$ cat src/rtl/mfic_det_packer.sv
// Peak detector and report packer behind the matched-filter integrator.
// Finds local maxima above threshold and queues 100-bit reports in a FWFT FIFO.
module mfic_det_packer #(
    parameter int WIDTH      = 32,
    parameter int FIFO_DEPTH = 4,
    parameter int MAX_DET    = 255
) (
    input  logic             clk,
    input  logic             reset,
    input  logic             sweep_start,
    input  logic [WIDTH-1:0] sample,
    input  logic             sample_vld,
    input  logic [WIDTH-1:0] threshold,
    input  logic [15:0]      azimuth,
    output logic [99:0]      word,
    output logic             wr_word,
    input  logic             word_rdy,
    output logic [15:0]      drop_cnt
);
    localparam int AW = $clog2(FIFO_DEPTH);

    logic             armed;
    logic [15:0]      az_q;
    logic [15:0]      sweep_cnt;
    logic [15:0]      range_idx;
    logic [11:0]      det_num;
    logic             ovf_pend;

    logic [WIDTH-1:0] w1;
    logic [WIDTH-1:0] w2;
    logic             w1_vld;
    logic             w2_vld;
    logic [15:0]      r1;

    logic             pend_vld;
    logic [15:0]      pend_az;
    logic [15:0]      pend_rng;
    logic [WIDTH-1:0] pend_amp;
    logic [15:0]      pend_sw;
    logic             pend_edge;

    logic [99:0]      mem [FIFO_DEPTH];
    logic [AW:0]      wr_ptr;
    logic [AW:0]      rd_ptr;

    logic             accept;
    logic             test_en;
    logic [WIDTH-1:0] older;
    logic             peak;
    logic             empty;
    logic             full;
    logic             rd_en;
    logic             can_wr;
    logic             drop;
    logic [99:0]      wr_data;
    logic [15:0]      range_nxt;

    assign accept  = sample_vld && (armed || sweep_start);
    assign test_en = accept && !sweep_start && w1_vld;
    assign older   = w2_vld ? w2 : '0;
    assign peak    = test_en && (w1 > threshold)
                  && (w1 >= older) && (w1 > sample);

    assign empty  = (wr_ptr == rd_ptr);
    assign full   = (wr_ptr[AW] != rd_ptr[AW])
                 && (wr_ptr[AW-1:0] == rd_ptr[AW-1:0]);
    assign rd_en  = !empty && word_rdy;
    assign can_wr = pend_vld && !full && (det_num < 12'(MAX_DET));
    assign drop   = pend_vld && !can_wr;

    assign wr_data = {pend_az, pend_rng, pend_amp, pend_sw, det_num,
                      ovf_pend, pend_edge, (pend_amp == '1),
                      1'b0, 4'hA};

    assign wr_word = !empty;
    assign word    = empty ? '0 : mem[rd_ptr[AW-1:0]];

    assign range_nxt = (range_idx == 16'hFFFF) ? range_idx
                                               : range_idx + 16'd1;

    // Sweep bookkeeping and sample window
    always_ff @(posedge clk or posedge reset) begin
        if (reset) begin
            armed     <= 1'b0;
            az_q      <= '0;
            sweep_cnt <= '0;
            range_idx <= '0;
            w1        <= '0;
            w2        <= '0;
            w1_vld    <= 1'b0;
            w2_vld    <= 1'b0;
            r1        <= '0;
        end else if (sweep_start) begin
            armed     <= 1'b1;
            az_q      <= azimuth;
            sweep_cnt <= sweep_cnt + 16'd1;
            range_idx <= sample_vld ? 16'd1 : 16'd0;
            w1        <= sample;
            w1_vld    <= sample_vld;
            w2_vld    <= 1'b0;
            r1        <= '0;
        end else if (accept) begin
            range_idx <= range_nxt;
            w2        <= w1;
            w2_vld    <= w1_vld;
            w1        <= sample;
            w1_vld    <= 1'b1;
            r1        <= range_idx;
        end
    end

    // Detected peak is staged one cycle before the FIFO write
    always_ff @(posedge clk or posedge reset) begin
        if (reset) begin
            pend_vld  <= 1'b0;
            pend_az   <= '0;
            pend_rng  <= '0;
            pend_amp  <= '0;
            pend_sw   <= '0;
            pend_edge <= 1'b0;
        end else begin
            pend_vld <= peak;
            if (peak) begin
                pend_az   <= az_q;
                pend_rng  <= r1;
                pend_amp  <= w1;
                pend_sw   <= sweep_cnt;
                pend_edge <= !w2_vld;
            end
        end
    end

    always_ff @(posedge clk or posedge reset) begin
        if (reset) begin
            det_num  <= '0;
            ovf_pend <= 1'b0;
            drop_cnt <= '0;
            wr_ptr   <= '0;
            rd_ptr   <= '0;
        end else begin
            if (sweep_start)
                det_num <= '0;
            else if (can_wr)
                det_num <= det_num + 12'd1;
            if (can_wr)
                ovf_pend <= 1'b0;
            else if (drop)
                ovf_pend <= 1'b1;
            if (drop && drop_cnt != 16'hFFFF)
                drop_cnt <= drop_cnt + 16'd1;
            if (can_wr)
                wr_ptr <= wr_ptr + 1'b1;
            if (rd_en)
                rd_ptr <= rd_ptr + 1'b1;
        end
    end

    always_ff @(posedge clk) begin
        if (can_wr)
            mem[wr_ptr[AW-1:0]] <= wr_data;
    end

endmodule

$ cat config.mk
export PLATFORM = sky130hd
export DESIGN_NAME = mfic_det_packer
export DESIGN_NICKNAME = d
export VERILOG_FILES = /design/src/rtl/mfic_det_packer.sv
export SDC_FILE = /design/constraint.sdc
export NUM_CORES = 1
export LEC_CHECK = 0
export ABC_CLOCK_PERIOD_IN_PS = 11840
export BUFFER_PORTS_ARGS = -buffer_cell sky130_fd_sc_hd__buf_2
export CORE_MARGIN = 2
export CORE_UTILIZATION = 65
export CTS_BUF_LIST = sky130_fd_sc_hd__clkbuf_16
export DETAILED_ROUTE_END_ITERATION = 10
export PLACE_DENSITY = 0.81
export SLEW_MARGIN = 25
export SYNTH_ARGS = -nofsm -noshare
export SYNTH_HDL_FRONTEND = slang
export SYNTH_SLANG_ARGS = --single-unit
$ cat constraint.sdc
create_clock -name clk -period 11.84 [get_ports clk]
set_clock_uncertainty 0.2 [all_clocks]
set_input_delay 0.592 -clock clk [delete_from_list [all_inputs] [get_ports clk]]
set_output_delay 0.592 -clock clk [all_outputs]
set_load 0.01 [all_outputs]
### Word level (Yosys, flattened, before mapping)

Memory sizes are Yosys's and may differ from the RTL's.
Index checks and enable logic that the tools add are counted.

| storage, ports and cells | value |
|---|---|
| bits in registers | 248 |
| memories | 1 |
| bits in writable memories | 380 |
| word-level logic and storage cells | 82 |

| cells by class | value |
|---|---|
| order comparisons | 4 |
| eq/ne operators | 7 |
| reduce and logical (&&, ||, !) cells | 23 |
| muxes and demuxes | 20 |
| add/sub/neg operators | 6 |
| bitwise operators | 1 |

Memories:

| name | depth | bits a word | read ports | clocked after Yosys merged registers in | wr ports | RTL line | text |
|---|---|---|---|---|---|---|---|
| mem | 4 | 95 | 1 | 0 | 1 | 42 | `logic [99:0] mem [FIFO_DEPTH];` |

Operators with widths:

| operator | count |
|---|---|
| 100-bit 2-to-1 mux | 1 |
| 32-bit 2-to-1 mux | 3 |
| 16-bit 2-to-1 mux | 5 |
| 32-bit > comparator | 2 |
| 16-bit by 1-bit adder with 16-bit output (second input constant) | 3 |
| 32-bit equality test (second input constant) | 1 |
| 32-bit greater-or-equal comparator | 1 |
| 12-bit 2-to-1 mux | 2 |
| 16-bit equality test (second input constant) | 1 |
| 16-bit inequality test (second input constant) | 1 |
| 12-bit by 1-bit adder with 12-bit output (second input constant) | 1 |
| 1-bit logical AND | 12 |
| 12-bit by 8-bit < comparator with 1-bit output (second input constant) | 1 |
| 1-bit 2-to-1 mux | 9 |
| 3-bit by 1-bit adder with 3-bit output (second input constant) | 2 |
| 2-bit nonzero test | 3 |
| 1-bit logical NOT | 5 |
| 2-bit AND reduction | 2 |
| 3-bit equality test | 1 |
| 2-bit equality test | 1 |
| 2-bit inequality test (second input constant) | 1 |
| 1-bit logical OR | 1 |
| 1-bit inequality test | 1 |
| 1-bit NOT | 1 |

### Depth between registers and ports, before layout

Gate-level depths: netlist of the first run.

| depth | value |
|---|---|
| depth in word-level cells | 9 |
| gate-level depth with buffers | 13 |

### Worst setup path before layout of the first run

OpenSTA, ideal clock, no wires.

| timing path | value |
|---|---|
| path type | register to register |
| from | register det_num[8] |
| to | memory mem[0][0] in the netlist's numbering (enable) |
| stages on the path, launching flop included | 5 |
| buffers on the path | 1 |
| library setup time | 0.465 ns |
| arrival time | 3.833 ns |
| setup slack | 7.343 ns |
| data required time | 11.175 ns |
| period minus slack after synthesis | 4.497 ns |
| cells stage by stage | dfrtp_1 > or4_4 > nor4_4 > buf_2 > and2_1 |

| between the ends | value |
|---|---|
| cells in the longest elaborated chain, start to end | 4 |

RTL lines:

| element | RTL line | text |
|---|---|---|
| start, declared | 26 | `logic [11:0] det_num;` |
| start signal, assigned | 144 | `det_num <= det_num + 12'd1;` |
| 12-bit by 8-bit < comparator with 1-bit output | 68 | `assign can_wr = pend_vld && !full && (det_num < 12'(MAX_DET));` |
| 1-bit logical AND | 68 |  |
| 1-bit 2-to-1 mux | 159 | `if (can_wr)` |
| 1-bit 2-to-1 mux (not written as such) | 160 | `mem[wr_ptr[AW-1:0]] <= wr_data;` |
| end, declared | 42 |  |

No other way between the ends.

### Final worst setup path of the first run

| timing path | value |
|---|---|
| from | register rd_ptr[0] |
| to | output word[54] |

| between the ends | value |
|---|---|
| cells in the longest elaborated chain, start to end | 2 |
| elaborated cells on any way between the ends | 3 |

RTL lines:

| element | RTL line | text |
|---|---|---|
| start, declared | 44 | `logic [AW:0] rd_ptr;` |
| start signal, assigned | 154 | `rd_ptr <= rd_ptr + 1'b1;` |
| memory 4 x 95 bit / 3-bit equality test (equally long branches) | -- |  |
| 100-bit 2-to-1 mux * | 76 | `assign word = empty ? '0 : mem[rd_ptr[AW-1:0]];` |
| end, declared | 15 | `output logic [99:0] word,` |

Mark *: on every way between the ends. The rest lies on a longest branch, timed or not.

==> impl_metrics.env, run 1 <==
export IMPL_run_status="finished, violations left"
export IMPL_failed_checks="hold timing"
export IMPL_cp_max_fo=37
export IMPL_fmax_mhz=215
export IMPL_r2r_cells=9
export IMPL_tns_ns=0
export IMPL_seqCellArea_um2=17600
export IMPL_p_leak_nw=12.1
export IMPL_hold_slack_ns=-0.0663
export IMPL_numCtsBuffers=58
export IMPL_cts_sinks=628
export IMPL_path_common_cell="buf_4"
export IMPL_period_minus_slack_ns=4.66
export IMPL_path_depth=5
export IMPL_ctsHoldBuffers=0
export IMPL_wirelength_mm=52.9
export IMPL_synth_area_um2=26900
export IMPL_hpwl_mm=32.2
export IMPL_grt_pass1_vias=15200
export IMPL_fin_crit_sh_pct=39.3
export IMPL_antenna_found_initial=1
export IMPL_h_tree_depth=2
export IMPL_fin_area_um2=30100
export IMPL_multi_input_area_um2=8590
export IMPL_final_common_cell="edfxtp_1"
export IMPL_synth_top_area_share_pct=42.4
export IMPL_worstMarginPinSlew_ns=1.03
export IMPL_fillers=2459
export IMPL_post_cts_setup_buffer_count=0
export IMPL_finalMaxSlewViolations=0
export IMPL_clock_path_buffers=3
export IMPL_ir_drop_mv=0.165
export IMPL_hold_violations=32
export IMPL_grt_max_degree=116
export IMPL_die_area_um2=43000
export IMPL_clkLatencyLatePin_ns=0.60
export IMPL_cp_slowest_cell="dfrtp_4"
export IMPL_avgSynthCellArea_um2=16.1
export IMPL_ys_ff_latch=628
export IMPL_setup_violations=0
export IMPL_ios=202
export IMPL_rsz0062_at_grt="false"
export IMPL_worstPathCellList="buf_4 -> buf_4 -> mux4_2 -> nor2b_1 -> buf_2"
export IMPL_arrival_ns=3.86
export IMPL_required_ns=11.05
export IMPL_drt_iter0_markers=1040
export IMPL_wl_per_cell_um=21.5
export IMPL_cp_end_kind="primary output"
export IMPL_power_density_nw_per_um2=202
export IMPL_synth_ff_type="edfxtp_1"
export IMPL_synthCells=1669
export IMPL_root_buffer="clkbuf_16"
export IMPL_vias=14600
export IMPL_ant_nets=0
export IMPL_track_usage_pct=24.9
export IMPL_critical_path_class="reg -> out"
export IMPL_drive_above_1_share_pct=28.1
export IMPL_drc=0
export IMPL_clkTransAtPathRegs_ns=0.06
export IMPL_cp_top_family="buffers and inverters"
export IMPL_r2r_start="w1[14]"
export IMPL_min_path_type="in -> async"
export IMPL_startpoint="rd_ptr[0]"
export IMPL_routabilityCongestion=0.886
export IMPL_firstDrtPassIters=5
export IMPL_die_w_um=207
export IMPL_vias_per_cell=5.96
export IMPL_yosysUniqueCellTypes=55
export IMPL_fin_ws_ns=7.18
export IMPL_placed_area_um2=28300
export IMPL_yosys_area_top_type="edfxtp_1"
export IMPL_ys_async_sr_fraction_pct=39.5
export IMPL_final_cell_count_no_fill=2456
export IMPL_synth_area_leaders="edfxtp_1 (42%), dfrtp_1 (23%), mux4_2 (8.0%), ha_1 (4.9%), mux2_4 (4.4%)"
export IMPL_max_stage_delay_ns=0.80
export IMPL_die_height_um=207
export IMPL_yosys_warnings=0
export IMPL_fin_nets=2063
export IMPL_rows=74
export IMPL_synth_edf_count=380
export IMPL_start_kind="register"
export IMPL_tritoncts="built"
export IMPL_place_inst=2345
export IMPL_grt_pass1_wl_mm=84.1
export IMPL_critPathBufInv=3
export IMPL_drv_cap=0
export IMPL_maxSlewHeadroom_pct=31.5
export IMPL_start_util_pct=65.9
export IMPL_port_buffers=198
export IMPL_cts_resized_gates=0
export IMPL_core_um2=40800
export IMPL_seq_area_frac_synth_pct=65.5
export IMPL_preCtsSetupSlack_ns=6.99
export IMPL_grt_overflow_total=0
export IMPL_syn_to_final_growth_pct=12.0
export IMPL_mostFrequentLayoutCells="edfxtp_1 (380), dfrtp_1 (245), buf_2 (198)"
-- kinds of logic (layout without fill, tap and decap cells) --
| logic type | Yosys count | count (layout) | synth area share, % |
|---|---|---|---|
| xor+xnor | 52 | 52 | 1.69 |
| fa+ha+maj | 105 | 105 | 4.88 |
| flops | 628 | 628 | 65.5 |
| compound gates | 144 | 144 | 3.38 |
| simple gates | 359 | 359 | 7.15 |
| buf+inv | 151 | 403 | 2.78 |
| mux | 229 | 229 | 14.6 |
| other cells | 1 | 4 | 0.0139 |
-- routing by layer --
layer	track usage, %	share of wire (%)
met1	33.7	41
met2	43.2	52
met3	3.71	5.1
met4	6.35	2.0
met5	0	0
-- Yosys cell counts, types with 4 or more instances --
master and instances:
a21o_1 8, a21oi_1 46, a22o_1 18, and2_1 6, and3_1 10, and4_1 9, buf_12 9, buf_2 13
buf_4 5, clkbuf_1 44, dfrtp_1 248, edfxtp_1 380, ha_1 105, inv_1 79, mux2_2 54, mux2_4 78
mux4_2 95, nand2_1 100, nand3_1 26, nand4_1 41, nor2_1 41, nor2b_1 101, nor3_1 4, nor4_1 4
o21ai_0 49, or3_1 8, xnor2_1 28, xor2_1 24
-- power breakdown --
part           total [mW]  switching (mW)  internal [mW]
Clock                1.77           0.773          0.993
Combinational        1.53           0.775          0.760
Sequential           2.80           0.245           2.55
Total                6.10            1.79           4.31
-- flip-flops by register name (all words and copies together) (netlist names), 12 cells and up --
register   cells
r1            16
mem          380
det_num       12
pend_sw       16
pend_az       16
w1            32
pend_amp      32
pend_rng      16
az_q          16
range_idx     16
sweep_cnt     16
drop_cnt      16
w2            32
-- final timing paths --
check	to	slack [ns]
min reg2reg	sweep_cnt[15]	0.29
max in group asynchronous	w2_vld	9.93
max reg2reg	pend_az[13]	7.26
min in group clk	az_q[7]	0.03
min	w1[1]	-0.07
max	word[54]	7.18
-- cell type report --
class,instances,share of cell area [%]
sequential,628,58.5
multi-input combinational,892,28.5
clock buffer,61,5.07
timing repair buffer,214,3.69
tap,532,2.21
clock inverter,49,1.01
inverter,79,1.01
antenna,1,0.00830
-- through the flow --
| step | power, mW | utilization, % |
|---|---|---|
| final | 6.10 | 73.8 |
| after global routing | 6.36 | 73.8 |
| after CTS | 6.16 | 73.8 |
| after detailed placement | 4.38 | 69.3 |
| after global placement | 4.33 | 69.3 |
| after floorplan | 3.80 | - |
(Power assumes the default switching activity.)
==> run 2, diff against run 1 <==
--- a/config.mk
+++ b/config.mk
@@ -5,13 +5,13 @@
 export SDC_FILE = /design/constraint.sdc
 export NUM_CORES = 1
 export LEC_CHECK = 0
-export ABC_CLOCK_PERIOD_IN_PS = 11840
+export ABC_CLOCK_PERIOD_IN_PS = 4300
 export BUFFER_PORTS_ARGS = -buffer_cell sky130_fd_sc_hd__buf_2
 export CORE_MARGIN = 2
-export CORE_UTILIZATION = 65
+export CORE_UTILIZATION = 60
 export CTS_BUF_LIST = sky130_fd_sc_hd__clkbuf_16
 export DETAILED_ROUTE_END_ITERATION = 10
-export PLACE_DENSITY = 0.81
+export PLACE_DENSITY = 0.76
 export SLEW_MARGIN = 25
 export SYNTH_ARGS = -nofsm -noshare
 export SYNTH_HDL_FRONTEND = slang
==> constraint.sdc (replaced) <==
create_clock -name clk -period 4.3 [get_ports clk]
set_clock_uncertainty 0.2 [all_clocks]
set_input_delay 0.215 -clock clk [delete_from_list [all_inputs] [get_ports clk]]
set_output_delay 0.215 -clock clk [all_outputs]
set_load 0.01 [all_outputs]
==> impl_metrics.env, run 2 (synthesis results as in run 1) <==
export IMPL_p_leak_nw=12.5
export IMPL_wl_per_cell_um=20.3
export IMPL_setup_violations=0
export IMPL_final_common_cell="edfxtp_1"
export IMPL_worstMarginPinSlew_ns=0.940
export IMPL_rows=77
export IMPL_ios=202
export IMPL_min_path_type="in -> reg"
export IMPL_final_util_pct=70.4
export IMPL_worstPathCellList="buf_4 -> buf_4 -> mux4_2 -> nor2b_1 -> buf_2"
export IMPL_arrival_ns=3.23
export IMPL_critical_path_class="reg -> out"
export IMPL_numCtsBuffers=66
export IMPL_die_w_um=216
export IMPL_cts_sinks=628
export IMPL_seqCellArea_um2=17600
export IMPL_port_buffers=198
export IMPL_grt_max_degree=98
export IMPL_run_status="completed"
export IMPL_tns_ns=0
export IMPL_grt_overflow_total=0
export IMPL_largest_reg_flops=380
export IMPL_drt_iter0_markers=945
export IMPL_cp_top_family="buffers and inverters"
export IMPL_finalMaxSlewViolations=0
export IMPL_grt_pass1_wl_mm=84.3
export IMPL_power_density_nw_per_um2=552
export IMPL_start_util_pct=60.9
export IMPL_syn_to_final_growth_pct=15.7
export IMPL_h_tree_depth=3
export IMPL_fin_crit_sh_pct=84.8
export IMPL_diodes=0
export IMPL_tritoncts="built"
export IMPL_start_kind="register"
export IMPL_die_height_um=216
export IMPL_critPathBufInv=3
export IMPL_rsz0062_at_grt="false"
export IMPL_grt_pass1_vias=15300
export IMPL_vias=14800
export IMPL_required_ns=3.88
export IMPL_antenna_found_initial=2
export IMPL_fillers=2826
export IMPL_vias_per_cell=5.72
export IMPL_final_cell_count_no_fill=2588
export IMPL_firstDrtPassIters=4
export IMPL_hpwl_mm=32.9
export IMPL_cp_max_fo=61
export IMPL_path_common_cell="buf_4"
export IMPL_clkLatencyLatePin_ns=0.57
export IMPL_period_minus_slack_ns=3.65
export IMPL_die_area_um2=46600
export IMPL_fmax_mhz=274
export IMPL_drive_above_1_share_pct=28.3
export IMPL_routabilityCongestion=0.860
export IMPL_core_um2=44200
export IMPL_cp_end_kind="primary output"
export IMPL_clkTransAtPathRegs_ns=0.06
export IMPL_wirelength_mm=52.5
export IMPL_hold_slack_ns=0.0400
export IMPL_fin_nets=2133
export IMPL_ctsHoldBuffers=52
export IMPL_drv_cap=0
export IMPL_root_buffer="clkbuf_16"
export IMPL_place_inst=2415
export IMPL_post_cts_setup_buffer_count=0
export IMPL_max_stage_delay_ns=0.84
export IMPL_track_usage_pct=23.3
export IMPL_multi_input_area_um2=8590
export IMPL_cp_slowest_cell="buf_4"
export IMPL_cts_resized_gates=0
export IMPL_hold_violations=0
export IMPL_maxSlewHeadroom_pct=37.4
export IMPL_ir_drop_mv=0.755
export IMPL_drc=0
export IMPL_mostFrequentLayoutCells="edfxtp_1 (380), dfrtp_1 (245), buf_2 (198)"
export IMPL_clock_path_buffers=3
export IMPL_ant_nets=0
run 2: power breakdown:
group / switching [mW] / total [mW] / internal (mW) / leakage, nW
clock network: 2.23 / 5.21 / 2.98 / 1.06
logic: 2.28 / 4.43 / 2.15 / 4.81
registers: 0.509 / 7.54 / 7.03 / 6.65
total: 5.02 / 17.2 / 12.2 / 12.5
run 2: cell type report:
| cell class | instances | share of cell area [%] |
|---|---|---|
| flip-flops and latches | 628 | 56.6 |
| multi-input cells | 892 | 27.6 |
| repair buffers | 276 | 6.00 |
| clock buffers | 71 | 5.71 |
| well taps | 592 | 2.38 |
| inverters | 79 | 0.964 |
| clock inverters | 50 | 0.763 |
run 2: worst register-to-register path, delay by kind of cell (launching register included):
family	cells	cell delay [ns]
AO/OA/AOI/OAI	2	0.53
buffers and inverters	1	0.52
multiplexers	1	0.40
flip-flops	1	0.75
AND/OR/NAND/NOR	3	0.67
adder cells (fa/ha/maj)	1	0.33
run 2: stage by stage:
step,setup slack (ns),area (µm²),power (mW)
global route,0.509,31100,18.0
detailed placement,0.473,28600,12.1
CTS,0.442,31100,17.4
finish,0.654,31100,17.2
global placement,0.595,28600,12.0
floorplan,0.00580,26900,10.5
run 2: layer usage:
metal / vias to the layer above / GRT usage, % / share of wire, %
li1: 6821 / - / -
met1: 7533 / 31.4 / 43
met2: 358 / 39.4 / 51
met3: 90 / 3.38 / 4.4
met4: 2 / 7.68 / 2.5
met5: - / 0 / 0.025
run 2: path summary, 6_finish.rpt:
kind / cells after the start / start / slack, ns / to
max in group asynchronous: 4 / reset / 2.84 / w2_vld
setup reg to reg: 8 / w2_vld / 0.77 / pend_sw[9]
hold / removal: 6 / sweep_start / 0.04 / range_idx[1]
hold reg to reg: 1 / sweep_cnt[15] / 0.28 / sweep_cnt[15]
min in group asynchronous: 3 / reset / 0.16 / pend_az[10]
setup / recovery: 5 / rd_ptr[1] / 0.65 / word[49]
==> run 3, diff against run 2 <==
--- a/config.mk
+++ b/config.mk
@@ -5,13 +5,13 @@
 export SDC_FILE = /design/constraint.sdc
 export NUM_CORES = 1
 export LEC_CHECK = 0
-export ABC_CLOCK_PERIOD_IN_PS = 4300
+export ABC_CLOCK_PERIOD_IN_PS = 3120
 export BUFFER_PORTS_ARGS = -buffer_cell sky130_fd_sc_hd__buf_2
 export CORE_MARGIN = 2
-export CORE_UTILIZATION = 60
+export CORE_UTILIZATION = 54
 export CTS_BUF_LIST = sky130_fd_sc_hd__clkbuf_16
 export DETAILED_ROUTE_END_ITERATION = 10
-export PLACE_DENSITY = 0.76
+export PLACE_DENSITY = 0.72
 export SLEW_MARGIN = 25
 export SYNTH_ARGS = -nofsm -noshare
 export SYNTH_HDL_FRONTEND = slang
==> constraint.sdc (replaced) <==
create_clock -name clk -period 3.12 [get_ports clk]
set_clock_uncertainty 0.2 [all_clocks]
set_input_delay 0.156 -clock clk [delete_from_list [all_inputs] [get_ports clk]]
set_output_delay 0.156 -clock clk [all_outputs]
set_load 0.01 [all_outputs]
==> impl_metrics.env, run 3 (synthesis results as in run 1) <==
export IMPL_run_status="completed"
export IMPL_mostFrequentLayoutCells="edfxtp_1 (380), dfrtp_1 (243), buf_2 (198)"
export IMPL_die_height_um=227
export IMPL_required_ns=3.42
export IMPL_h_tree_depth=2
export IMPL_switching_share_pct=29.1
export IMPL_clkTransAtPathRegs_ns=0.07
export IMPL_grt_pass1_wl_mm=82.8
export IMPL_ir_drop_mv=0.509
export IMPL_antenna_found_initial=0
export IMPL_p_sw_mw=6.96
export IMPL_cp_slowest_cell="dfrtp_2"
export IMPL_r2r_cells=11
export IMPL_drive_above_1_share_pct=29.4
export IMPL_tns_ns=0
export IMPL_cts_sinks=628
export IMPL_wl_per_cell_um=19.9
export IMPL_drv_cap=0
export IMPL_power_density_nw_per_um2=757
export IMPL_hpwl_mm=32.8
export IMPL_p_int_mw=17.0
export IMPL_crit_end="pend_sw[4]"
export IMPL_root_buffer="clkbuf_16"
export IMPL_die_w_um=227
export IMPL_rrSetupSlack_ns=0.11
export IMPL_worstPathCellList="buf_12 -> nand2_2 -> ha_4 -> a2111oi_4 -> o21ai_2 -> a221oi_2 -> o21ai_1 -> o211a_4 -> buf_12 -> clkbuf_16 -> mux2_4"
export IMPL_vias=14700
export IMPL_fillers=3548
export IMPL_maxSlewHeadroom_pct=50.1
export IMPL_period_minus_slack_ns=3.01
export IMPL_cp_top_family="compound AO/OA/AOI/OAI gates"
export IMPL_worstReg2RegEnd="pend_sw[4]"
export IMPL_start_kind="register"
export IMPL_vias_per_cell=5.50
export IMPL_numCtsBuffers=59
export IMPL_ant_nets=0
export IMPL_clkLatencyLatePin_ns=0.63
export IMPL_port_buffers=198
export IMPL_diodes=0
export IMPL_tritoncts="built"
export IMPL_die_area_um2=51600
export IMPL_cp_end_kind="register"
export IMPL_drt_iter0_markers=822
export IMPL_startpoint="w2_vld"
export IMPL_critical_path_class="reg -> reg"
export IMPL_wirelength_mm=53.1
export IMPL_p_leak_nw=12.6
export IMPL_arrival_ns=3.31
export IMPL_worstMarginPinSlew_ns=0.749
export IMPL_comb_power_share_pct=26.2
export IMPL_clkPwrFrac_pct=30.4
export IMPL_path_depth=11
export IMPL_clock_path_buffers=3
export IMPL_r2r_start="w2_vld"
export IMPL_firstDrtPassIters=5
export IMPL_fin_area_um2=31600
export IMPL_max_stage_delay_ns=0.44
export IMPL_rsz0062_at_grt="false"
export IMPL_placed_area_um2=28800
export IMPL_start_util_pct=54.9
export IMPL_grt_pass1_vias=15100
export IMPL_finalMaxSlewViolations=0
export IMPL_fin_crit_sh_pct=96.5
export IMPL_largest_reg_flops=380
export IMPL_grt_max_degree=98
export IMPL_syn_to_final_growth_pct=17.4
export IMPL_track_usage_pct=20.8
export IMPL_ios=202
export IMPL_min_path_type="in -> reg"
export IMPL_core_um2=49100
export IMPL_rows=81
export IMPL_fmax_mhz=332
export IMPL_routabilityCongestion=0.857
export IMPL_hold_violations=0
export IMPL_final_common_cell="edfxtp_1"
export IMPL_path_common_cell="buf_12"
export IMPL_drc=0
export IMPL_critPathBufInv=3
export IMPL_setup_violations=0
export IMPL_fin_nets=2143
export IMPL_p_seq_share_pct=43.5
export IMPL_cp_max_fo=16
export IMPL_grt_overflow_total=0
## run 3: changes by cell type in the layout (fill, tap and decap cells not counted), sizes merged
cell / previous run / this run
buf: 224 / 235
bufinv: 0 / 7
clkbuf: 71 / 66
clkinv: 24 / 27
clkinvlp: 3 / 5
dlygate4sd3: 52 / 54
inv: 102 / 90
## run 3: worst min-delay path: cells and delay by family
kind	cells	cell delay, ns
buf+inv	2	0.61
mux	1	0.13
## run 3: how the worst min path moves through the flow
| stage | from | to | slack, ns | cells past startpoint |
|---|---|---|---|---|
| after detailed placement | reset | az_q[7] | 0.06 | 2 |
| after CTS | azimuth[11] | az_q[11] | 0.06 | 3 |
| after global placement | reset | az_q[7] | 0.05 | 2 |
| after floorplan | sample_vld | w1_vld | 0.09 | 1 |
| after global routing | azimuth[5] | az_q[5] | 0.1 | 3 |
| final | azimuth[5] | az_q[5] | 0.1 | 3 |
## run 3: routing by layer
layer / share of wire (%) / vias to the layer above / GRT usage (%)
met5: 0 / - / 0
met4: 1.9 / 0 / 5.78
met3: 3.7 / 67 / 2.71
met2: 52 / 275 / 36.0
met1: 43 / 7523 / 28.0
li1: - / 6811 / -
## run 3: per-stage QoR
| step | total power, mW | worst slack, ns | utilization, % | instances | hold slack (ns) |
|---|---|---|---|---|---|
| 2_1_floorplan | 14.4 | -0.496 | - | 1671 | 0.0885 |
| 3_3_place_gp | 16.6 | 0.0895 | 58.8 | 2495 | 0.0502 |
| 3_5_place_dp | 16.8 | 0.0572 | 58.8 | 2495 | 0.0554 |
| 4_1_cts | 24.1 | 0.0361 | 64.0 | 2661 | 0.0581 |
| 5_1_grt | 25.0 | 0.00230 | 64.4 | 2668 | 0.0993 |
| 6_report | 23.9 | 0.108 | 64.4 | 2668 | 0.0954 |
## run 3: power groups by stage
stage	clock network (mW)	logic [mW]	registers, mW
4_1_cts	7.41	6.36	10.4
5_1_grt	7.71	6.83	10.5
3_5_place_dp	0	6.27	10.5
2_1_floorplan	0	4.16	10.3
3_3_place_gp	0	6.18	10.5
6_report	7.27	6.26	10.4
## run 3: area by class of cell
class	count	area (µm²)	area share (%)
well taps	664	831	2.63
flip-flops and latches	628	17600	55.8
multi-input cells	892	8640	27.4
inverters	79	300	0.951
repair buffers	293	2180	6.90
clock inverters	50	455	1.44
clock buffers	62	1550	4.91
## run 3: what timing repair did
item	CTS	global route
hold buffers	54	0
setup buffers	0	3
hold endpoints to repair	329	0
pin swaps	0	5
gates resized for setup	1	13
setup endpoints to repair	6	95
gates cloned	0	4
